[src/rtl/fill_pkg.sv]
// Shared types and screen geometry for the span fill datapath.
package fill_pkg;

  localparam int unsigned SCREEN_W_DEF = 640;
  localparam int unsigned SCREEN_H_DEF = 480;
  localparam int unsigned XW           = 10;
  localparam int unsigned YW           = 9;
  localparam int unsigned COLOR_W      = 24;
  localparam int unsigned ADDR_W       = 19;

  typedef logic [XW-1:0]      x_t;
  typedef logic [XW:0]        xc_t;
  typedef logic [YW-1:0]      y_t;
  typedef logic [COLOR_W-1:0] color_t;
  typedef logic [ADDR_W-1:0]  addr_t;

  typedef enum logic [1:0] {
    IDLE,
    LOAD,
    WRITE,
    DONE
  } span_state_t;

endpackage

[src/rtl/span_addr_gen.sv]
// Span address generator: latches coordinates, clips the right edge, walks x
// and forms the frame-buffer address from a registered row base.
module span_addr_gen
  import fill_pkg::*;
#(
  parameter int unsigned SCREEN_W = SCREEN_W_DEF,
  parameter int unsigned SCREEN_H = SCREEN_H_DEF
) (
  input  logic  clk,
  input  logic  n_rst,
  input  logic  i_capture,
  input  y_t    i_row_y,
  input  x_t    i_x_left,
  input  x_t    i_x_right,
  input  logic  i_load,
  input  logic  i_step,
  output addr_t o_addr,
  output logic  o_empty_c,
  output logic  o_last_c
);

  addr_t r_base;
  x_t    r_x_left;
  x_t    r_x_right;
  logic  r_row_ok;
  xc_t   r_x;
  xc_t   r_xe;
  addr_t r_addr;

  xc_t   w_xe;
  xc_t   w_x_inc;

  // Right edge clipped to the last on-screen column.
  assign w_xe = (xc_t'(r_x_right) > xc_t'(SCREEN_W - 1)) ? xc_t'(SCREEN_W - 1)
                                                          : xc_t'(r_x_right);
  assign w_x_inc   = r_x + xc_t'(1);
  assign o_empty_c = !r_row_ok || (xc_t'(r_x_left) > w_xe);
  assign o_last_c  = (r_x == r_xe);
  assign o_addr    = r_addr;

  always_ff @(posedge clk or negedge n_rst) begin
    if (!n_rst) begin
      r_base    <= '0;
      r_x_left  <= '0;
      r_x_right <= '0;
      r_row_ok  <= 1'b0;
      r_x       <= '0;
      r_xe      <= '0;
      r_addr    <= '0;
    end else begin
      if (i_capture) begin
        r_base    <= addr_t'(i_row_y) * addr_t'(SCREEN_W);
        r_x_left  <= i_x_left;
        r_x_right <= i_x_right;
        r_row_ok  <= (32'(i_row_y) < SCREEN_H);
      end
      if (i_load) begin
        r_x    <= xc_t'(r_x_left);
        r_xe   <= w_xe;
        r_addr <= r_base + addr_t'(r_x_left);
      end else if (i_step && !o_last_c) begin
        r_x    <= w_x_inc;
        r_addr <= r_base + addr_t'(w_x_inc);
      end
    end
  end

endmodule

[src/rtl/span_fill_writer.sv]
// Writes one clipped horizontal span of a solid colour into the frame buffer,
// one pixel per write handshake, then pulses fill_done.
module span_fill_writer
  import fill_pkg::*;
#(
  parameter int unsigned SCREEN_W = SCREEN_W_DEF,
  parameter int unsigned SCREEN_H = SCREEN_H_DEF
) (
  input  logic               clk,
  input  logic               n_rst,
  input  logic               fill_start,
  input  logic [YW-1:0]      row_y,
  input  logic [XW-1:0]      x_left,
  input  logic [XW-1:0]      x_right,
  input  logic [COLOR_W-1:0] fill_color,
  input  logic               wr_ack,
  output logic               wr_en,
  output logic [ADDR_W-1:0]  wr_addr,
  output logic [COLOR_W-1:0] wr_data,
  output logic               busy,
  output logic               fill_done,
  output logic [XW:0]        pix_count
);

  span_state_t r_state;
  span_state_t w_state_nxt;
  logic        r_armed;
  logic        w_accept;
  logic        w_empty;
  logic        w_last;

  logic        r_wr_en;
  logic        r_busy;
  logic        r_fill_done;
  color_t      r_wr_data;
  xc_t         r_pix_count;

  logic        w_wr_en_nxt;
  logic        w_busy_nxt;
  logic        w_done_nxt;
  color_t      w_data_nxt;
  xc_t         w_pix_nxt;

  // A held-high request must drop at least once before it can start a span.
  assign w_accept = (r_state == IDLE) && fill_start && r_armed;

  span_addr_gen #(
    .SCREEN_W (SCREEN_W),
    .SCREEN_H (SCREEN_H)
  ) u_addr_gen (
    .clk       (clk),
    .n_rst     (n_rst),
    .i_capture (w_accept),
    .i_row_y   (row_y),
    .i_x_left  (x_left),
    .i_x_right (x_right),
    .i_load    (r_state == LOAD),
    .i_step    ((r_state == WRITE) && wr_ack),
    .o_addr    (wr_addr),
    .o_empty_c (w_empty),
    .o_last_c  (w_last)
  );

  always_ff @(posedge clk or negedge n_rst) begin
    if (!n_rst) r_state <= IDLE;
    else        r_state <= w_state_nxt;
  end

  always_comb begin
    w_state_nxt = r_state;
    case (r_state)
      IDLE:    if (w_accept) w_state_nxt = LOAD;
      LOAD:    w_state_nxt = w_empty ? DONE : WRITE;
      WRITE:   if (wr_ack && w_last) w_state_nxt = DONE;
      DONE:    w_state_nxt = IDLE;
      default: w_state_nxt = IDLE;
    endcase
  end

  // Next values of the registered outputs.
  always_comb begin
    w_wr_en_nxt = (w_state_nxt == WRITE);
    w_busy_nxt  = (w_state_nxt != IDLE);
    w_done_nxt  = (w_state_nxt == DONE);
    w_data_nxt  = w_accept ? fill_color : r_wr_data;
    w_pix_nxt   = r_pix_count;
    if (r_state == LOAD) begin
      w_pix_nxt = '0;
    end else if ((r_state == WRITE) && wr_ack) begin
      w_pix_nxt = r_pix_count + xc_t'(1);
    end
  end

  always_ff @(posedge clk or negedge n_rst) begin
    if (!n_rst) begin
      r_armed     <= 1'b0;
      r_wr_en     <= 1'b0;
      r_busy      <= 1'b0;
      r_fill_done <= 1'b0;
      r_wr_data   <= '0;
      r_pix_count <= '0;
    end else begin
      if (!fill_start)   r_armed <= 1'b1;
      else if (w_accept) r_armed <= 1'b0;
      r_wr_en     <= w_wr_en_nxt;
      r_busy      <= w_busy_nxt;
      r_fill_done <= w_done_nxt;
      r_wr_data   <= w_data_nxt;
      r_pix_count <= w_pix_nxt;
    end
  end

  assign wr_en     = r_wr_en;
  assign busy      = r_busy;
  assign fill_done = r_fill_done;
  assign wr_data   = r_wr_data;
  assign pix_count = r_pix_count;

endmodule

[config.mk]
export PLATFORM = sky130hd
export DESIGN_NAME = span_fill_writer
export DESIGN_NICKNAME = d
export VERILOG_FILES = /design/src/rtl/fill_pkg.sv /design/src/rtl/span_addr_gen.sv /design/src/rtl/span_fill_writer.sv
export SDC_FILE = /design/constraint.sdc
export NUM_CORES = 1
export LEC_CHECK = 0
export BUFFER_PORTS_ARGS = -buffer_cell sky130_fd_sc_hd__buf_2
export CORE_UTILIZATION = 50
export CTS_CLUSTER_DIAMETER = 80
export DETAILED_ROUTE_END_ITERATION = 16
export MAX_ROUTING_LAYER = met4
export PLACE_DENSITY_LB_ADDON = 0.12
export SLEW_MARGIN = 0
export SYNTH_ARGS = -nofsm -noshare
export SYNTH_HDL_FRONTEND = slang
export SYNTH_SLANG_ARGS = --single-unit
[constraint.sdc]
create_clock -name clk -period 3.4 [get_ports clk]
set_input_delay 0 -clock clk [delete_from_list [all_inputs] [get_ports clk]]
set_output_delay 0 -clock clk [all_outputs]
set_load 0.05 [all_outputs]
==> reports/metrics.csv <==
stage,metric,value,unit
route,drt-vias-per-instance,5.09,
worst_setup_path,crit_slowest_cell,dfrtp_1,
clock_tree,clockBufferDepth,2,
worst_setup_path,cp_num_buf_inv,0,
yosys,synth_top_flop_cell,dfrtp_1,
cells_and_area,area_growth,24.7,%
yosys,ys_async_sr_fraction,100,%
outcome,status,completed,
route,drc,0,
cells_and_area,n_antenna_cell,0,
die,coreArea,0.0104,mm^2
timing,tightest_slew,0.565,ns
clock_tree,path_clk_slew,0.10,ns
timing,slew_headroom,62.3,%
worst_setup_path,max_stage_delay,0.45,ns
worst_setup_path,cp_max_fo,6,
cells_and_area,final_cell_mix,"buf_2, dfrtp_1, mux2_2, dlygate4sd3_1, nand2_1",
power_and_ir_drop,power,6.31,mW
yosys,syn_nets,563,
yosys,netlist_instances,470,
worst_setup_path,worstSetupPathType,flop to flop,
global_route,grt_max_degree,46,
run,maxCapViolCount,0,
cells_and_area,layout_commonest_cell,buf_2,
die,die_x,106,um
worst_setup_path,path_cells,and3_1 > and3_1 > and3_2 > xor2_1 > mux2_2 > fa_1 > a21o_1 > a21oi_1 > nor2_1 > nand3_1 > xor2_1 > o21ai_0,
placed_design,io_buffers,113,
timing,period_minus_slack,3.08,ns
worst_setup_path,crit_family,simple AND/OR/NAND/NOR gates,
clock_tree,cts_buffers,9,
route,dr.pass1.iters,4,
cells_and_area,drive_gt1_share,31.6,%
global_route,grt_pass1_wl,18800,um
timing,skew,0.00943,ns
worst_hold_path,hold_class,primary input to flop,
route,antenna_left,0,
yosys,synth_seq_area_share,49.6,%
global_route,grt_pass1_vias,4049,
worst_setup_path,cp.arrival,3.31,ns
timing,setup_viol,0,
yosys,yosysUniqueCellTypes,46,
route,postRouteWirelength,11200,um
clock_tree,tritoncts,done,
power_and_ir_drop,ir_worst_vdd,0.693,mV
global_route,grt_use_total,22.1,%
timing,maxSlewViolCount,0,
worst_setup_path,cp-end-kind,flop,
power_and_ir_drop,cellPowerDensity,938,mW/mm^2
die,row_count,37,
yosys,synth_edf_count,0,
placed_design,gp_congestion,0.848,
timing,rsz0062_at_grt,no,
clock_tree,hold_buffers,50,
timing,finalSetupTns,0,ns
clock_tree,cts.sinks,107,
clock_tree,clk_latency,0.36,ns
clock_tree,cts-htree-levels,3,
worst_setup_path,critPathLaunchType,flop,
clock_tree,cts-resized-gates,0,
timing,finalHoldViolCount,0,
die,initial_utilization,52.0,%
timing,post-route-period-util,90.6,%
route,vias,3912,
yosys,ys_warn_count,0,
clock_tree,clock-root-buffer,clkbuf_8,
worst_setup_path,crit_required,3.63,ns
die,ios,114,
route,wl_per_cell,14.6,um
yosys,ys_ff_latch,107,
die,die_height,106,um
yosys,synth.avg_cell_area,11.5,um^2
route,drt-initial-drc-count,126,
yosys,synth_area,0.00539,mm^2
die,dieArea,0.0112,mm^2
global_route,antenna_found_initial,0,
clock_tree,cts_setup_buffers,0,
placed_design,dpl.hpwl,7920,um
power_and_ir_drop,p_leak,3.23,nW
timing,max_freq,325,MHz
global_route,overflow,0,
cells_and_area,nNetsFinal,720,
## flip-flops by register name, summed over array words and instances (netlist names), 2 cells and up
register	flops
wr_data	24
u_addr_gen.o_addr	19
u_addr_gen.r_base	12
pix_count	11
u_addr_gen.r_x_left	10
u_addr_gen.r_x_right	10
u_addr_gen.r_xe	10
u_addr_gen.r_x	4
r_state	2
## routing by layer
| layer | wire length [um] | up-vias | track usage, % |
|---|---|---|---|
| li1 | - | 1946 | - |
| met1 | 5080 | 1848 | 27.3 |
| met2 | 5470 | 99 | 36.3 |
| met3 | 437 | 19 | 4.02 |
| met4 | 220 | 0 | 8.43 |
| met5 | 0 | - | - |
## worst paths after layout
check / from / endpoint / slack [ns] / cells after the start
worst min register to register: u_addr_gen.o_addr[10]$_DFFE_PN0P_ / u_addr_gen.o_addr[10]$_DFFE_PN0P_ / 0.48 / 2
worst max-delay path: u_addr_gen.o_addr[3]$_DFFE_PN0P_ / u_addr_gen.o_addr[15]$_DFFE_PN0P_ / 0.32 / 12
max in group asynchronous: n_rst / u_addr_gen.r_xe[9]$_DFFE_PN0P_ / 2.35 / 3
worst max register to register: u_addr_gen.o_addr[3]$_DFFE_PN0P_ / u_addr_gen.o_addr[15]$_DFFE_PN0P_ / 0.32 / 12
worst min-delay path: row_y[2] / u_addr_gen.r_base[9]$_DFFE_PN0P_ / 0.04 / 3
min in group asynchronous: n_rst / u_addr_gen.r_base[12]$_DFFE_PN0P_ / 0.17 / 2
## synth_stat cells, drive strengths merged, types with 2 or more instances
cell / count / share of area (%)
and2: 3 / 0.35
buf: 16 / 1.9
nand2: 39 / 2.8
inv: 10 / 0.70
fa: 2 / 0.74
nor3b: 4 / 0.56
o21bai: 2 / 0.28
xor2: 30 / 4.9
mux2: 57 / 12
nor2b: 3 / 0.35
nor2: 31 / 2.3
and4: 2 / 0.32
o21ai: 28 / 2.6
ha: 34 / 7.9
a21o: 6 / 0.84
a31oi: 2 / 0.51
nor4: 3 / 0.58
and3: 8 / 1.0
nor3: 3 / 0.28
a21oi: 19 / 1.8
dfrtp: 107 / 50
xnor2: 16 / 2.6
mux2i: 4 / 0.74
nand4: 10 / 1.2
nand3: 12 / 1.1
clkbuf: 7 / 0.49
## through the flow
step	worst slack (ns)	hold WS [ns]	area [um^2]	std cells	util (%)
2_1_floorplan	0.587	-0.296	5390	470	-
3_3_place_gp	0.396	0.0376	6050	702	58.4
3_5_place_dp	0.345	0.0361	6050	702	58.4
4_1_cts	0.317	0.0314	6730	768	64.9
5_1_grt	0.117	0.0457	6730	768	64.9
6_report	0.320	0.0411	6730	768	64.9
## worst register-to-register path, delay by kind of cell, from the launching register on
kind	cells	cell delay, ns
compound gates	3	0.56
mux	1	0.29
xor+xnor	2	0.28
flops	1	0.45
simple gates	5	0.94
fa+ha+maj	1	0.44
## area by class of cell
type | instances | area, um^2
sequential | 107 | 2680
inverter | 10 | 37.5
fill | 874 | 3640
clock buffer | 13 | 149
clock inverter | 3 | 22.5
tap | 136 | 170
timing repair buffer | 169 | 1110
multi-input combinational | 330 | 2550
## cell families (layout without fill, tap and decap cells)
family                     Yosys count  count (layout)  synth area share, %
AOI/OAI and AO/OA                   62              62                 6.77
DFF                                107             107                 49.6
buffers and inverters               33             195                 3.09
and+or+nand+nor                    125             125                 11.8
adders and majority gates           36              36                 8.63
xor gates and xnor gates            46              46                 7.47
muxes                               61              61                 12.6
## report_power, final
| group | total (mW) | internal [mW] | leakage (nW) | switching [mW] |
|---|---|---|---|---|
| registers | 2.27 | 1.84 | 1.30 | 0.432 |
| logic | 3.33 | 1.22 | 1.84 | 2.12 |
| clock network | 0.704 | 0.291 | 0.0880 | 0.413 |
| total | 6.31 | 3.35 | 3.23 | 2.96 |
No activity file was read; power rests on OpenSTA's default activity.
